File: config.mk
export PLATFORM = sky130hd
export DESIGN_NAME = regfile_dump
export DESIGN_NICKNAME = d
export VERILOG_FILES = /design/src/rtl/dbg_pkg.sv /design/src/rtl/regfile_dump.sv
export SDC_FILE = /design/constraint.sdc
export NUM_CORES = 1
export LEC_CHECK = 0
export CORE_MARGIN = 3
export CORE_UTILIZATION = 44
export CTS_CLUSTER_SIZE = 40
export DETAILED_ROUTE_END_ITERATION = 6
export GPL_TIMING_DRIVEN = 0
export PLACE_DENSITY = 0.87
export SETUP_SLACK_MARGIN = 0.5
export SLEW_MARGIN = 0
export SYNTH_ARGS = -nofsm -noshare
export SYNTH_HDL_FRONTEND = slang
export SYNTH_SLANG_ARGS = --single-unit
File: constraint.sdc
create_clock -name clk -period 2.45 [get_ports clk]
set_input_delay 0.49 -clock clk [delete_from_list [all_inputs] [get_ports clk]]
set_output_delay 0.49 -clock clk [all_outputs]
set_load 0.01 [all_outputs]
File: src/rtl/dbg_pkg.sv
// Shared debug-block definitions: register-file geometry and the dump FSM encoding.
package dbg_pkg;

    localparam int REG_COUNT = 32;
    localparam int REG_AW    = 5;

    typedef enum logic [1:0] {
        IDLE = 2'd0,
        LOAD = 2'd1,
        SEND = 2'd2
    } dump_state_t;

endpackage

File: src/rtl/regfile_dump.sv
// Register-file dump engine: walks a wrapping index range over the combinational
// read port and streams each value out on a valid/ready interface.
module regfile_dump
    import dbg_pkg::*;
#(
    parameter int WIDTH = 32
) (
    input  logic              clk,
    input  logic              rst,
    input  logic              start,
    input  logic [REG_AW-1:0] first_idx,
    input  logic [REG_AW-1:0] last_idx,
    input  logic              abort,
    output logic [REG_AW-1:0] rd_addr,
    input  logic [WIDTH-1:0]  rd_data,
    output logic              out_valid,
    input  logic              out_ready,
    output logic [WIDTH-1:0]  out_data,
    output logic [REG_AW-1:0] out_idx,
    output logic              out_last,
    output logic              busy,
    output logic              done
);

    dump_state_t       state, state_next;
    logic [REG_AW-1:0] idx, last_q, idx_inc, cap_idx;
    logic              load_range, capture, clear, finish, hs;

    // 5-bit overflow gives the 31 -> 0 wrap for free.
    assign idx_inc = idx + 1'b1;
    assign hs      = out_valid && out_ready;
    assign busy    = (state != IDLE);

    always_ff @(posedge clk or posedge rst) begin
        if (rst) state <= IDLE;
        else     state <= state_next;
    end

    always_comb begin
        state_next = state;
        rd_addr    = '0;
        cap_idx    = idx;
        load_range = 1'b0;
        capture    = 1'b0;
        clear      = 1'b0;
        finish     = 1'b0;
        case (state)
            IDLE: begin
                if (start && !abort) begin
                    load_range = 1'b1;
                    state_next = LOAD;
                end
            end
            LOAD: begin
                rd_addr = idx;
                if (abort) begin
                    clear      = 1'b1;
                    state_next = IDLE;
                end else begin
                    capture    = 1'b1;
                    state_next = SEND;
                end
            end
            SEND: begin
                // Prefetch address for the next word so it can be captured on the handshake.
                rd_addr = idx_inc;
                cap_idx = idx_inc;
                if (abort) begin
                    clear      = 1'b1;
                    state_next = IDLE;
                end else if (hs) begin
                    if (out_last) begin
                        clear      = 1'b1;
                        finish     = 1'b1;
                        state_next = IDLE;
                    end else begin
                        capture = 1'b1;
                    end
                end
            end
            default: state_next = IDLE;
        endcase
    end

    always_ff @(posedge clk or posedge rst) begin
        if (rst) begin
            idx       <= '0;
            last_q    <= '0;
            out_valid <= 1'b0;
            out_last  <= 1'b0;
            out_data  <= '0;
            out_idx   <= '0;
            done      <= 1'b0;
        end else begin
            done <= finish;
            if (load_range) begin
                idx    <= first_idx;
                last_q <= last_idx;
            end
            if (capture) begin
                idx       <= cap_idx;
                out_idx   <= cap_idx;
                // x0 storage may hold junk; the architectural value is always zero.
                out_data  <= (cap_idx == '0) ? '0 : rd_data;
                out_last  <= (cap_idx == last_q);
                out_valid <= 1'b1;
            end
            if (clear) begin
                out_valid <= 1'b0;
                out_last  <= 1'b0;
            end
        end
    end

endmodule

### Word-level counts from Yosys, hierarchy flattened

Cells that the tools add are included.

* flip-flop bits (word level): 52
* bits of input ports: 47
* output and inout port bits: 46
* logic and storage cells: 53

* $add $sub $neg: 1
* eq/ne operators: 6
* mux-type cells: 29
* reduce and logical (&&, ||, !) cells: 9

Operators with widths (count)
* $mux W32: 1
* $mux W1: 16
* $mux W5: 3
* $mux W2: 5
* $pmux W5 S2: 1
* $ne A3 B3 Y1 const B: 2
* $pmux W2 S3: 1
* $reduce_bool A2 Y1: 3
* $add A5 B1 Y5 const B: 1
* $eq A5 B5 Y1: 1
* $logic_not A5 Y1: 1
* $pmux W1 S2: 2
* $reduce_and A3 Y1: 1
* $eq A2 B1 Y1 const B: 1
* $eq A2 B2 Y1 const B: 1
* $logic_and A1 B1 Y1: 2
* $logic_not A2 Y1: 1
* $ne A2 B2 Y1 const B: 1
* $logic_not A1 Y1: 1

### Depth between registers and ports, before layout

Gate-level depths: netlist of run 1.

* depth in word-level cells: 6
* mapped depth: 8
* mapped depth without buffers: 6

### Worst setup path after synthesis of run 1

OpenSTA, ideal clock, no wires.

* kind: register -> output
* from: register state[0]
* to: output rd_addr[4]
* data arrival time: 1.494 ns
* required time: 1.960 ns
* setup slack: 0.466 ns
* cell stages (with the launch flop): 8
* path buffers: 2
* path through: dfrtp_1 inv_1 ha_1 buf_6 clkbuf_1 a21oi_1 mux2_2 nor2_1

* longest elaborated chain between the ends: 2
* elaborated cells on any way between the ends: 3
* classes of those cells: eq/ne (2); mux (1)

RTL lines
* from (decl): line regfile_dump.sv:25 `dump_state_t state, state_next;`
* from (signal assigned): line regfile_dump.sv:36 `else state <= state_next;`
* $eq A2 B2 Y1 / $eq A2 B1 Y1 (equally long branches): line regfile_dump.sv:47 `case (state)`
* $pmux W5 S2 (*): line regfile_dump.sv:47
* to (decl): line regfile_dump.sv:14 `output logic [REG_AW-1:0] rd_addr,`

Mark *: on every way between the ends. The rest lies on a longest branch, timed or not.

### Worst setup path after layout of run 1

* from: register state[1]
* to: register idx[2]

* longest elaborated chain between the ends: 3
* elaborated cells on any way between the ends: 8
* classes of those cells: eq/ne (2); mux (4); reduce/logical (2)

RTL lines
* $eq A2 B2 Y1, or another cell as far along: line regfile_dump.sv:47
* $pmux W1 S2, or another cell as far along: line regfile_dump.sv:47
* $mux W5 / $reduce_bool A2 Y1 (equally long branches)
* to (signal assigned): line regfile_dump.sv:97 `idx <= first_idx;`
* to (signal assigned): line regfile_dump.sv:101 `idx <= cap_idx;`
* to (decl): line regfile_dump.sv:26 `logic [REG_AW-1:0] idx, last_q, idx_inc, cap_idx;`

Parallel ways exist; a longest one is shown, timed or not.
A chain may end at the register's enable or synchronous reset.

==> impl_metrics.prom, run 1 <==
# TYPE chip_impl_metric gauge
chip_impl_info{name="outcome",value="completed"} 1
chip_impl_info{name="r2r_start",value="state[1]"} 1
chip_impl_metric{name="clk_transition_reported_paths",unit="ns"} 0.10
chip_impl_metric{name="drv.max_cap_violation_count",unit=""} 0
chip_impl_metric{name="worstPathMaxFanout",unit=""} 5
chip_impl_info{name="critPathSlowestCell",value="dfrtp_1"} 1
chip_impl_metric{name="part_of_the_total_power_dissipated_in_combinational_logic",unit="%"} 58.9
chip_impl_info{name="worst_setup_path_end_kind",value="register"} 1
chip_impl_metric{name="seq_power_share",unit="%"} 30.6
chip_impl_metric{name="grt_usage",unit="%"} 22.5
chip_impl_metric{name="r2r_slack",unit="ns"} 0.25
chip_impl_info{name="start_kind",value="register"} 1
chip_impl_metric{name="final_hold_viol_count",unit=""} 0
chip_impl_info{name="worstHoldPathType",value="input pin to async pin"} 1
chip_impl_metric{name="via_count_of_the_first_global_routing_pass",unit=""} 2163
chip_impl_metric{name="tritoncts.num_buffers",unit=""} 5
chip_impl_metric{name="layout.nets",unit=""} 379
chip_impl_metric{name="cp_data_arrival_time",unit="ns"} 2.39
chip_impl_info{name="unrepaired_setup_endpoints_after_global_routing",value="yes"} 1
chip_impl_metric{name="timing_worst_slew_pin_value",unit="ns"} 0.496
chip_impl_metric{name="power_total",unit="mW"} 4.85
chip_impl_metric{name="grt_max_degree",unit=""} 37
chip_impl_metric{name="num_antenna_cells",unit=""} 0
chip_impl_metric{name="synth_fp_nets",unit=""} 259
chip_impl_metric{name="portBuffers",unit=""} 92
chip_impl_metric{name="worstRegToRegCells",unit=""} 7
chip_impl_metric{name="post-route-cell-area",unit="µm²"} 3860
chip_impl_metric{name="worst_hold_slack",unit="ns"} 0.470
chip_impl_metric{name="grt_pass1_wl",unit="mm"} 11.0
chip_impl_metric{name="cts_num_sinks",unit=""} 52
chip_impl_metric{name="p_int",unit="mW"} 3.01
chip_impl_metric{name="drive_above_1_share",unit="%"} 22.8
chip_impl_metric{name="cpPeakStageDelay",unit="ns"} 0.44
chip_impl_info{name="synth_largest_area_cell",value="dfrtp_1"} 1
chip_impl_metric{name="floorplan.io_pins",unit=""} 93
chip_impl_metric{name="power.net_switching",unit="mW"} 1.84
chip_impl_metric{name="die_x",unit="µm"} 80.2
chip_impl_metric{name="layout.area.seq",unit="µm²"} 1300
chip_impl_metric{name="finalWirelength",unit="mm"} 7.46
chip_impl_metric{name="placed_area",unit="µm²"} 3450
chip_impl_info{name="cts_tree",value="done"} 1
chip_impl_metric{name="total_area_of_multi_input_combinational_cells",unit="µm²"} 1140
chip_impl_metric{name="post_layout_nonfiller_instances",unit=""} 399
chip_impl_metric{name="synth_seq_area_share",unit="%"} 53.8
chip_impl_metric{name="htree_levels",unit=""} 2
chip_impl_metric{name="static-leakage-power",unit="nW"} 1.67
chip_impl_metric{name="worst_slew_margin_rel",unit="%"} 66.9
chip_impl_metric{name="worst_ep_required_time",unit="ns"} 2.64
chip_impl_metric{name="wl_per_cell",unit="µm"} 18.7
chip_impl_metric{name="core_area",unit="µm²"} 5200
chip_impl_info{name="worstPathCellList",value="ha_4 > buf_6 > buf_4 > and4b_2 > o21ai_4 > mux2_4 > a221o_1"} 1
chip_impl_metric{name="gp_congestion",unit=""} 0.797
chip_impl_metric{name="slew_violations",unit=""} 0
chip_impl_info{name="crit_family",value="compound AO/OA/AOI/OAI gates"} 1
chip_impl_metric{name="synth-warning-count",unit=""} 0
chip_impl_metric{name="die_h",unit="µm"} 80.2
chip_impl_metric{name="clkLatencyLatePin",unit="ns"} 0.31
chip_impl_metric{name="placedCellCount",unit=""} 371
chip_impl_info{name="cts_root_buffer",value="clkbuf_8"} 1
chip_impl_metric{name="power.clock.fraction",unit="%"} 10.4
chip_impl_metric{name="clock_skew",unit="ns"} 0.00420
chip_impl_metric{name="nFillCells",unit=""} 335
chip_impl_metric{name="maxClockFrequency",unit="MHz"} 454
chip_impl_metric{name="max-clock-path-buffers",unit=""} 2
chip_impl_metric{name="switching_share",unit="%"} 38.0
chip_impl_metric{name="routed-via-count",unit=""} 2176
chip_impl_metric{name="syn_area",unit="µm²"} 2420
chip_impl_metric{name="post_synth_inst_count",unit=""} 208
chip_impl_metric{name="finalWorstPathRequiredPeriod",unit="ns"} 2.20
chip_impl_metric{name="synth_largest_type_area_fraction",unit="%"} 53.8
chip_impl_info{name="worst_r2r_endpoint",value="idx[2]"} 1
chip_impl_metric{name="dpl.hpwl",unit="mm"} 4.52
chip_impl_info{name="path_class",value="register to register"} 1
chip_impl_metric{name="cp_num_buf_inv",unit=""} 2
chip_impl_metric{name="starting_drt_drc_count",unit=""} 176
chip_impl_metric{name="final_util",unit="%"} 74.1
chip_impl_metric{name="setup-violations-final",unit=""} 0
chip_impl_metric{name="irDropWorstVdd",unit="mV"} 0.546
chip_impl_metric{name="power-per-cell-area",unit="nW/µm²"} 1260
chip_impl_metric{name="routed_via_density",unit=""} 5.45
chip_impl_metric{name="die_area",unit="µm²"} 6430
chip_impl_metric{name="antenna_found_initial",unit=""} 0
chip_impl_metric{name="yosys.cell_types.count",unit=""} 36
chip_impl_metric{name="row_count",unit=""} 26
chip_impl_metric{name="initial_core_util",unit="%"} 46.5
chip_impl_metric{name="final_antenna_net_count",unit=""} 0
chip_impl_metric{name="postSynthRegisterBits",unit=""} 52
chip_impl_metric{name="drc",unit=""} 0
chip_impl_metric{name="grt-ovfl-total",unit=""} 0
chip_impl_metric{name="synth_area_per_cell",unit="µm²"} 11.6
chip_impl_metric{name="period_share",unit="%"} 89.9
chip_impl_metric{name="area_growth",unit="%"} 59.4
chip_impl_info{name="netlist_top_cells_area",value="dfrtp_1 (54%), a22o_1 (12%), nand2_1 (3.4%)"} 1
chip_impl_metric{name="drt_pre_antenna_iters",unit=""} 4
[synth_stat cells, drive strengths merged]
master,instances
nor2b,2
clkbuf,5
o211ai,2
buf,9
xor2,6
o221a,1
nor2,9
o21a,3
a22o,32
a31oi,2
o221ai,1
a211o,1
a21oi,6
xor3,1
nand3,8
a221o,1
ha,4
a22oi,2
nand2,22
nand4,2
nand2b,3
dfrtp,52
and4b,1
xnor2,7
nor3,2
mux2,4
mux2i,4
o31ai,1
and3,1
o21ai,5
inv,7
o22ai,1
or4,1
[layer usage]
metal,wire [µm],global-route usage [%],up-vias
met5,0,0,-
met4,152,6.93,0
met3,590,4.60,14
met2,3740,37.7,107
met1,2980,29.1,1065
li1,-,-,990
[through the flow]
step / setup TNS [ns] / setup WS, ns
CTS: 0 / 0.271
finish: 0 / 0.247
floorplan: 0 / 0.531
global placement: -10.68 / -0.207
global route: 0 / 0.207
detailed placement: -0.0430 / -0.0430
[placed cells by master, fill, tap and decap left out, drive strengths merged, types with 4 or more instances in the layout]
master / instances
dfrtp: 52
xor2: 6
a22o: 32
o21ai: 6
mux2: 4
xnor2: 7
clkbuf: 8
a21oi: 6
clkdlybuf4s50: 86
nand2: 22
inv: 8
nor2: 9
nand3: 8
buf: 37
mux2i: 4
ha: 4
[state kept, by name (all words and copies together) (netlist names)]
register / count
idx: 5
out_idx: 5
last_q: 5
state: 2
out_data: 32
out_last: 1
done: 1
out_valid: 1
[cell type report]
cell class | count | share of cell area, %
inverters | 7 | 0.746
flip-flops and latches | 52 | 33.8
clock inverters | 3 | 0.551
multi-input cells | 136 | 29.5
well taps | 70 | 2.27
plain buffers | 14 | 3.34
repair buffers | 112 | 28.1
clock buffers | 5 | 1.78
[what timing repair did]
| action | CTS | global route |
|---|---|---|
| gates resized for setup | 55 | 24 |
| buffers inserted | 14 | 3 |
| gates cloned | 3 | 0 |
| setup endpoints to repair | 40 | 46 |
| hold buffers | 0 | 0 |
| pin swaps | 9 | 8 |
[worst max path at each step]
stage | startpoint | to | slack [ns] | depth (start not counted)
after floorplan | state[0] | idx[2] | 0.53 | 7
after global placement | rst | out_valid | -0.21 | 2
after detailed placement | state[0] | rd_addr[4] | -0.04 | 8
after CTS | state[0] | rd_addr[4] | 0.27 | 8
after global routing | state[1] | idx[2] | 0.21 | 7
final | state[1] | idx[2] | 0.25 | 7
[cells by family after synthesis]
logic type | Yosys count | share of synthesized area, %
compound gates | 58 | 20.4
flops | 52 | 53.8
fa+ha+maj | 4 | 2.07
simple gates | 51 | 9.82
buf+inv | 21 | 4.76
mux | 8 | 3.52
xor+xnor | 14 | 5.69
[power groups by stage]
stage | registers (mW) | logic (mW) | clock network, mW
floorplan | 1.59 | 1.18 | 0
global placement | 1.47 | 2.23 | 0
detailed placement | 1.49 | 2.28 | 0
CTS | 1.47 | 2.59 | 0.506
global route | 1.53 | 3.03 | 0.542
finish | 1.49 | 2.86 | 0.506
(Power assumes the default switching activity.)
==> run 2: changes to the inputs <==
--- a/config.mk
+++ b/config.mk
@@ -16,3 +16,4 @@
 export SYNTH_ARGS = -nofsm -noshare
 export SYNTH_HDL_FRONTEND = slang
 export SYNTH_SLANG_ARGS = --single-unit
+export TNS_END_PERCENT = 50
==> run 2 against run 1 <==
Clock power decreased by 1%. Routed wire length decreased by 5.3%. Critical path depth unchanged. Register-to-register slack improved by 0.03 ns. Global-route usage decreased by 0.84 points.
==> impl_metrics.prom, run 2 (synthesized netlist as in run 1, its figures left out) <==
# TYPE chip_impl_metric gauge
chip_impl_metric{name="power.clock.fraction",unit="%"} 10.6
chip_impl_metric{name="clock_skew",unit="ns"} 0.00646
chip_impl_metric{name="worst_hold_slack",unit="ns"} 0.471
chip_impl_metric{name="routed_via_density",unit=""} 5.41
chip_impl_metric{name="cts.hold.buffers_added",unit=""} 0
chip_impl_metric{name="grt_max_degree",unit=""} 37
chip_impl_metric{name="post-route-cell-area",unit="µm²"} 3810
chip_impl_info{name="final_common_cell",value="clkdlybuf4s50_1"} 1
chip_impl_info{name="regMostFlops",value="out_data"} 1
chip_impl_metric{name="timing_worst_slew_pin_value",unit="ns"} 0.497
chip_impl_metric{name="dpl.hpwl",unit="mm"} 4.52
chip_impl_metric{name="antenna_found_initial",unit=""} 0
chip_impl_metric{name="tns",unit="ns"} 0
chip_impl_metric{name="placed_area",unit="µm²"} 3450
chip_impl_metric{name="worst_slew_margin_rel",unit="%"} 66.8
chip_impl_info{name="worst_setup_path_end_kind",value="output port"} 1
chip_impl_metric{name="seq_power_share",unit="%"} 31.3
chip_impl_metric{name="num_antenna_cells",unit=""} 0
chip_impl_metric{name="routed-via-count",unit=""} 2146
chip_impl_metric{name="final_hold_viol_count",unit=""} 0
chip_impl_metric{name="initial_core_util",unit="%"} 46.5
chip_impl_metric{name="final_antenna_net_count",unit=""} 0
chip_impl_metric{name="part_of_the_total_power_dissipated_in_combinational_logic",unit="%"} 58.1
chip_impl_metric{name="final_util",unit="%"} 73.1
chip_impl_metric{name="p_int",unit="mW"} 2.94
chip_impl_info{name="critical_path.startpoint",value="state[1]"} 1
chip_impl_metric{name="starting_drt_drc_count",unit=""} 155
chip_impl_metric{name="portBuffers",unit=""} 92
chip_impl_metric{name="power.net_switching",unit="mW"} 1.77
chip_impl_info{name="mostFrequentLayoutCells",value="clkdlybuf4s50_1 (86), dfrtp_1 (51), a22o_1 (32)"} 1
chip_impl_metric{name="die_area",unit="µm²"} 6430
chip_impl_metric{name="htree_levels",unit=""} 2
chip_impl_metric{name="switching_share",unit="%"} 37.6
chip_impl_metric{name="row_count",unit=""} 26
chip_impl_metric{name="drv.max_cap_violation_count",unit=""} 0
chip_impl_info{name="unrepaired_setup_endpoints_after_global_routing",value="yes"} 1
chip_impl_metric{name="tritoncts.num_buffers",unit=""} 5
chip_impl_info{name="cts_tree",value="done"} 1
chip_impl_metric{name="grt_usage",unit="%"} 21.6
chip_impl_metric{name="worstPathMaxFanout",unit=""} 5
chip_impl_metric{name="finalWorstPathRequiredPeriod",unit="ns"} 2.22
chip_impl_metric{name="cp_data_arrival_time",unit="ns"} 1.73
chip_impl_metric{name="period_share",unit="%"} 90.7
chip_impl_metric{name="finalWirelength",unit="mm"} 7.07
chip_impl_metric{name="clkLatencyLatePin",unit="ns"} 0.31
chip_impl_metric{name="drt_pre_antenna_iters",unit=""} 4
chip_impl_metric{name="drive_above_1_share",unit="%"} 22.0
chip_impl_metric{name="irDropWorstVdd",unit="mV"} 0.509
chip_impl_info{name="outcome",value="completed"} 1
chip_impl_metric{name="layout.nets",unit=""} 377
chip_impl_info{name="r2r_start",value="state[1]"} 1
chip_impl_metric{name="drc",unit=""} 0
chip_impl_info{name="cts_root_buffer",value="clkbuf_8"} 1
chip_impl_metric{name="grt_pass1_wl",unit="mm"} 10.6
chip_impl_metric{name="setup-violations-final",unit=""} 0
chip_impl_metric{name="die_x",unit="µm"} 80.2
chip_impl_metric{name="static-leakage-power",unit="nW"} 1.66
chip_impl_metric{name="grt-ovfl-total",unit=""} 0
chip_impl_info{name="path_class",value="register to output port"} 1
chip_impl_metric{name="nFillCells",unit=""} 342
chip_impl_metric{name="power-per-cell-area",unit="nW/µm²"} 1240
chip_impl_metric{name="wl_per_cell",unit="µm"} 17.8
chip_impl_metric{name="gp_congestion",unit=""} 0.797
chip_impl_metric{name="worst_ep_required_time",unit="ns"} 1.96
chip_impl_metric{name="die_h",unit="µm"} 80.2
chip_impl_metric{name="clk_transition_reported_paths",unit="ns"} 0.10
chip_impl_metric{name="via_count_of_the_first_global_routing_pass",unit=""} 2111
chip_impl_metric{name="core_area",unit="µm²"} 5200
chip_impl_metric{name="max-clock-path-buffers",unit=""} 2
chip_impl_metric{name="maxClockFrequency",unit="MHz"} 450
chip_impl_metric{name="floorplan.io_pins",unit=""} 93
chip_impl_metric{name="slew_violations",unit=""} 0
chip_impl_info{name="worstHoldPathType",value="input pin to async pin"} 1
chip_impl_info{name="start_kind",value="register"} 1
chip_impl_metric{name="number_of_flip_flops_in_the_largest_register",unit=""} 32
chip_impl_metric{name="cts_num_sinks",unit=""} 52
chip_impl_metric{name="area_growth",unit="%"} 57.3
==> run 2: cell types whose count changed in the layout (fill, tap and decap cells not counted) <==
cell	previous run	this run
buf_4	15	16
buf_6	13	9
clkdlybuf4s15_2	0	1
ha_2	0	1
ha_4	4	3
inv_1	2	3
inv_4	1	0
mux2_2	0	1
mux2_4	4	3
o21ai_2	0	1
o21ai_4	2	1
==> run 2: metrics by stage <==
stage | power, mW | instances | setup WS [ns]
3_5_place_dp | 3.78 | 371 | -0.0430
2_1_floorplan | 2.78 | 208 | 0.531
4_1_cts | 4.54 | 396 | 0.271
5_1_grt | 4.98 | 397 | 0.190
6_report | 4.71 | 397 | 0.227
3_3_place_gp | 3.70 | 370 | -0.207
==> run 2: cell type report <==
class / instances / area [µm²] / share of cell area [%]
clock buffers: 5 / 68.8 / 1.81
well taps: 70 / 87.6 / 2.30
clock inverters: 3 / 21.3 / 0.559
inverters: 7 / 26.3 / 0.690
multi-input cells: 136 / 1120 / 29.3
flip-flops and latches: 52 / 1300 / 34.2
plain buffers: 14 / 123 / 3.22
repair buffers: 110 / 1060 / 27.9
==> run 2: layer usage <==
metal	GRT usage, %	vias to the layer above	share of wire, %
met3	4.37	12	6.5
met2	35.4	86	50
met4	7.09	0	1.8
met1	28.7	1060	42
li1	-	988	-
met5	0	-	0
==> run 2: worst paths after layout <==
check,endpoint,slack (ns),cells after the start
min in group clk,out_idx[2],0.49,2
max in group asynchronous,idx[1],1.46,3
max,rd_addr[2],0.23,7
min reg2reg,out_idx[2],0.49,2
min,out_data[10],0.47,2
max reg2reg,out_data[26],0.28,8
==> run 2: power by group through the flow <==
stage	sequential (mW)	combinational [mW]	clock, mW
3_5_place_dp	1.49	2.28	0
2_1_floorplan	1.59	1.18	0
6_report	1.47	2.74	0.501
3_3_place_gp	1.47	2.23	0
5_1_grt	1.52	2.92	0.548
4_1_cts	1.47	2.57	0.506
==> run 2: critical path: stages, from the launching register on <==
cell     delay, ns
dfrtp_1       0.44
ha_4          0.18
buf_6         0.12
buf_8         0.12
buf_4         0.14
a22oi_2       0.18
nor2_1        0.09
buf_2         0.15
==> run 2: what timing repair did <==
item,4_1_cts,5_1_grt
buffers inserted,14,1
hold endpoints to repair,0,0
resized for setup,51,16
pin swaps,9,4
gates cloned,3,0
endpoints found under the setup margin,40,46
==> run 3: changes to the inputs <==
--- a/config.mk
+++ b/config.mk
@@ -5,7 +5,7 @@
 export SDC_FILE = /design/constraint.sdc
 export NUM_CORES = 1
 export LEC_CHECK = 0
-export CORE_MARGIN = 3
+export CORE_MARGIN = 2
 export CORE_UTILIZATION = 44
 export CTS_CLUSTER_SIZE = 40
 export DETAILED_ROUTE_END_ITERATION = 6
==> run 3 against run 2 <==
Count of clock-buffer cells in the layout up 1. Worst hold slack improved by 0.018 ns. Via count down 4.7%. Total power shrank 4.0%. Sequential cell count stayed put. Critical path depth did not move. Final cell count is 0.25% higher. Clock power up 3%. Maximum frequency grew 3.4%. Sequential power about the same. Sequential share of layout area up 0.50 points. First-iteration DRC count down 46%. Highest routed layer unchanged.
==> impl_metrics.prom, run 3 (synthesized netlist as in run 1, its figures left out) <==
# TYPE chip_impl_metric gauge
chip_impl_info{name="outcome",value="completed"} 1
chip_impl_info{name="start_kind",value="register"} 1
chip_impl_metric{name="final_antenna_net_count",unit=""} 0
chip_impl_metric{name="timing_worst_slew_pin_value",unit="ns"} 0.754
chip_impl_metric{name="worst_slew_margin_rel",unit="%"} 49.6
chip_impl_metric{name="part_of_the_total_power_dissipated_in_combinational_logic",unit="%"} 56.1
chip_impl_info{name="worstHoldPathType",value="input pin to async pin"} 1
chip_impl_metric{name="cts_num_sinks",unit=""} 52
chip_impl_metric{name="clk_transition_reported_paths",unit="ns"} 0.10
chip_impl_metric{name="drt_pre_antenna_iters",unit=""} 4
chip_impl_metric{name="routed_via_density",unit=""} 5.14
chip_impl_metric{name="irDropWorstVdd",unit="mV"} 0.484
chip_impl_metric{name="tns",unit="ns"} 0
chip_impl_info{name="mostFrequentLayoutCells",value="clkdlybuf4s50_1 (86), dfrtp_1 (51), a22o_1 (32)"} 1
chip_impl_metric{name="cp_data_arrival_time",unit="ns"} 1.66
chip_impl_metric{name="period_share",unit="%"} 87.8
chip_impl_metric{name="p_int",unit="mW"} 2.90
chip_impl_metric{name="htree_levels",unit=""} 2
chip_impl_metric{name="finalWirelength",unit="mm"} 6.09
chip_impl_metric{name="seq_power_share",unit="%"} 32.5
chip_impl_metric{name="layout.nets",unit=""} 376
chip_impl_metric{name="nFillCells",unit=""} 426
chip_impl_metric{name="floorplan.io_pins",unit=""} 93
chip_impl_metric{name="core_area",unit="µm²"} 5410
chip_impl_metric{name="final_hold_viol_count",unit=""} 0
chip_impl_metric{name="num_antenna_cells",unit=""} 0
chip_impl_metric{name="portBuffers",unit=""} 92
chip_impl_metric{name="static-leakage-power",unit="nW"} 1.65
chip_impl_info{name="path_class",value="register to output port"} 1
chip_impl_metric{name="setup-violations-final",unit=""} 0
chip_impl_metric{name="die_h",unit="µm"} 78.2
chip_impl_metric{name="via_count_of_the_first_global_routing_pass",unit=""} 2092
chip_impl_metric{name="die_area",unit="µm²"} 6110
chip_impl_metric{name="dpl.hpwl",unit="mm"} 4.23
chip_impl_metric{name="grt_usage",unit="%"} 20.9
chip_impl_metric{name="wl_per_cell",unit="µm"} 15.3
chip_impl_metric{name="grt-ovfl-total",unit=""} 0
chip_impl_metric{name="layout.area.seq",unit="µm²"} 1300
chip_impl_metric{name="power-per-cell-area",unit="nW/µm²"} 1210
chip_impl_metric{name="die_x",unit="µm"} 78.2
chip_impl_metric{name="finalWorstPathRequiredPeriod",unit="ns"} 2.15
chip_impl_info{name="regMostFlops",value="out_data"} 1
chip_impl_metric{name="clkLatencyLatePin",unit="ns"} 0.30
chip_impl_metric{name="area_growth",unit="%"} 55.1
chip_impl_metric{name="initial_core_util",unit="%"} 44.8
chip_impl_metric{name="number_of_flip_flops_in_the_largest_register",unit=""} 32
chip_impl_info{name="worst_setup_path_end_kind",value="output port"} 1
chip_impl_metric{name="slew_violations",unit=""} 0
chip_impl_metric{name="starting_drt_drc_count",unit=""} 84
chip_impl_info{name="cts_tree",value="done"} 1
chip_impl_metric{name="gp_congestion",unit=""} 0.805
chip_impl_metric{name="cts.hold.buffers_added",unit=""} 0
chip_impl_metric{name="power_total",unit="mW"} 4.52
chip_impl_metric{name="drive_above_1_share",unit="%"} 20.2
chip_impl_metric{name="worst_ep_required_time",unit="ns"} 1.96
chip_impl_info{name="cts_root_buffer",value="clkbuf_8"} 1
chip_impl_metric{name="drc",unit=""} 0
chip_impl_info{name="unrepaired_setup_endpoints_after_global_routing",value="yes"} 1
chip_impl_metric{name="switching_share",unit="%"} 36.0
chip_impl_metric{name="power.clock.fraction",unit="%"} 11.4
chip_impl_metric{name="maxClockFrequency",unit="MHz"} 465
chip_impl_metric{name="worstPathMaxFanout",unit=""} 5
chip_impl_metric{name="grt_pass1_wl",unit="mm"} 10.1
chip_impl_metric{name="grt_max_degree",unit=""} 37
chip_impl_metric{name="routed-via-count",unit=""} 2046
chip_impl_metric{name="drv.max_cap_violation_count",unit=""} 0
chip_impl_metric{name="max-clock-path-buffers",unit=""} 2
chip_impl_metric{name="tritoncts.num_buffers",unit=""} 5
chip_impl_info{name="final_common_cell",value="clkdlybuf4s50_1"} 1
chip_impl_metric{name="total_area_of_multi_input_combinational_cells",unit="µm²"} 1060
chip_impl_metric{name="clock_skew",unit="ns"} 0.00669
chip_impl_metric{name="antenna_found_initial",unit=""} 0
chip_impl_metric{name="power.net_switching",unit="mW"} 1.63
chip_impl_metric{name="row_count",unit=""} 27
run 3: cell type report:
type | count | area share [%]
Timing Repair Buffer | 110 | 28.1
Clock inverter | 2 | 0.367
Sequential cell | 52 | 34.7
Clock buffer | 6 | 2.20
Buffer | 14 | 3.10
Inverter | 7 | 0.700
Tap cell | 72 | 2.40
Multi-Input combinational cell | 135 | 28.4
run 3: power groups by stage:
stage	clock [mW]	combinational [mW]	sequential, mW
final	0.517	2.54	1.47
after detailed placement	0	2.27	1.49
after CTS	0.528	2.53	1.47
after global placement	0	2.21	1.48
after global routing	0.564	2.75	1.52
after floorplan	0	1.18	1.59
run 3: critical path, cell delays in order (launching register included):
cell     delay [ns]
dfrtp_1        0.40
inv_2          0.08
ha_4           0.13
buf_6          0.12
nand4_1        0.13
mux2_4         0.30
nor2_2         0.08
buf_2          0.13
run 3: worst paths after layout:
check	from	end	slack, ns	cells past startpoint
min in group clk	out_idx[2]	out_idx[2]	0.49	2
max in group asynchronous	rst	idx[1]	1.44	3
min	rst	out_data[10]	0.49	2
max reg2reg	state[1]	out_data[9]	0.31	8
min reg2reg	out_idx[2]	out_idx[2]	0.49	2
max	state[0]	rd_addr[4]	0.30	7
run 3: per-stage QoR:
stage	hold slack, ns	util [%]	instance area, µm²	std cells	setup slack (ns)
floorplan	0.447	-	2420	208	0.531
global placement	0.460	63.5	3430	372	-0.196
detailed placement	0.478	63.9	3450	373	-0.0717
CTS	0.496	69.2	3740	398	0.267
global route	0.515	69.4	3750	398	0.215
finish	0.489	69.4	3750	398	0.300
run 3: per-layer routing:
layer | up-vias | track usage (%) | share of wire, %
met5 | - | 0 | 0
met4 | 0 | 6.67 | 1.8
met3 | 11 | 3.56 | 4.5
met2 | 61 | 34.8 | 49
met1 | 989 | 28.0 | 45
li1 | 985 | - | -
run 3: what timing repair did:
action | CTS | global route
pin swaps | 8 | 2
setup endpoints to repair | 41 | 49
resized for setup | 50 | 4
gates cloned | 3 | 0
buffers inserted | 14 | 0
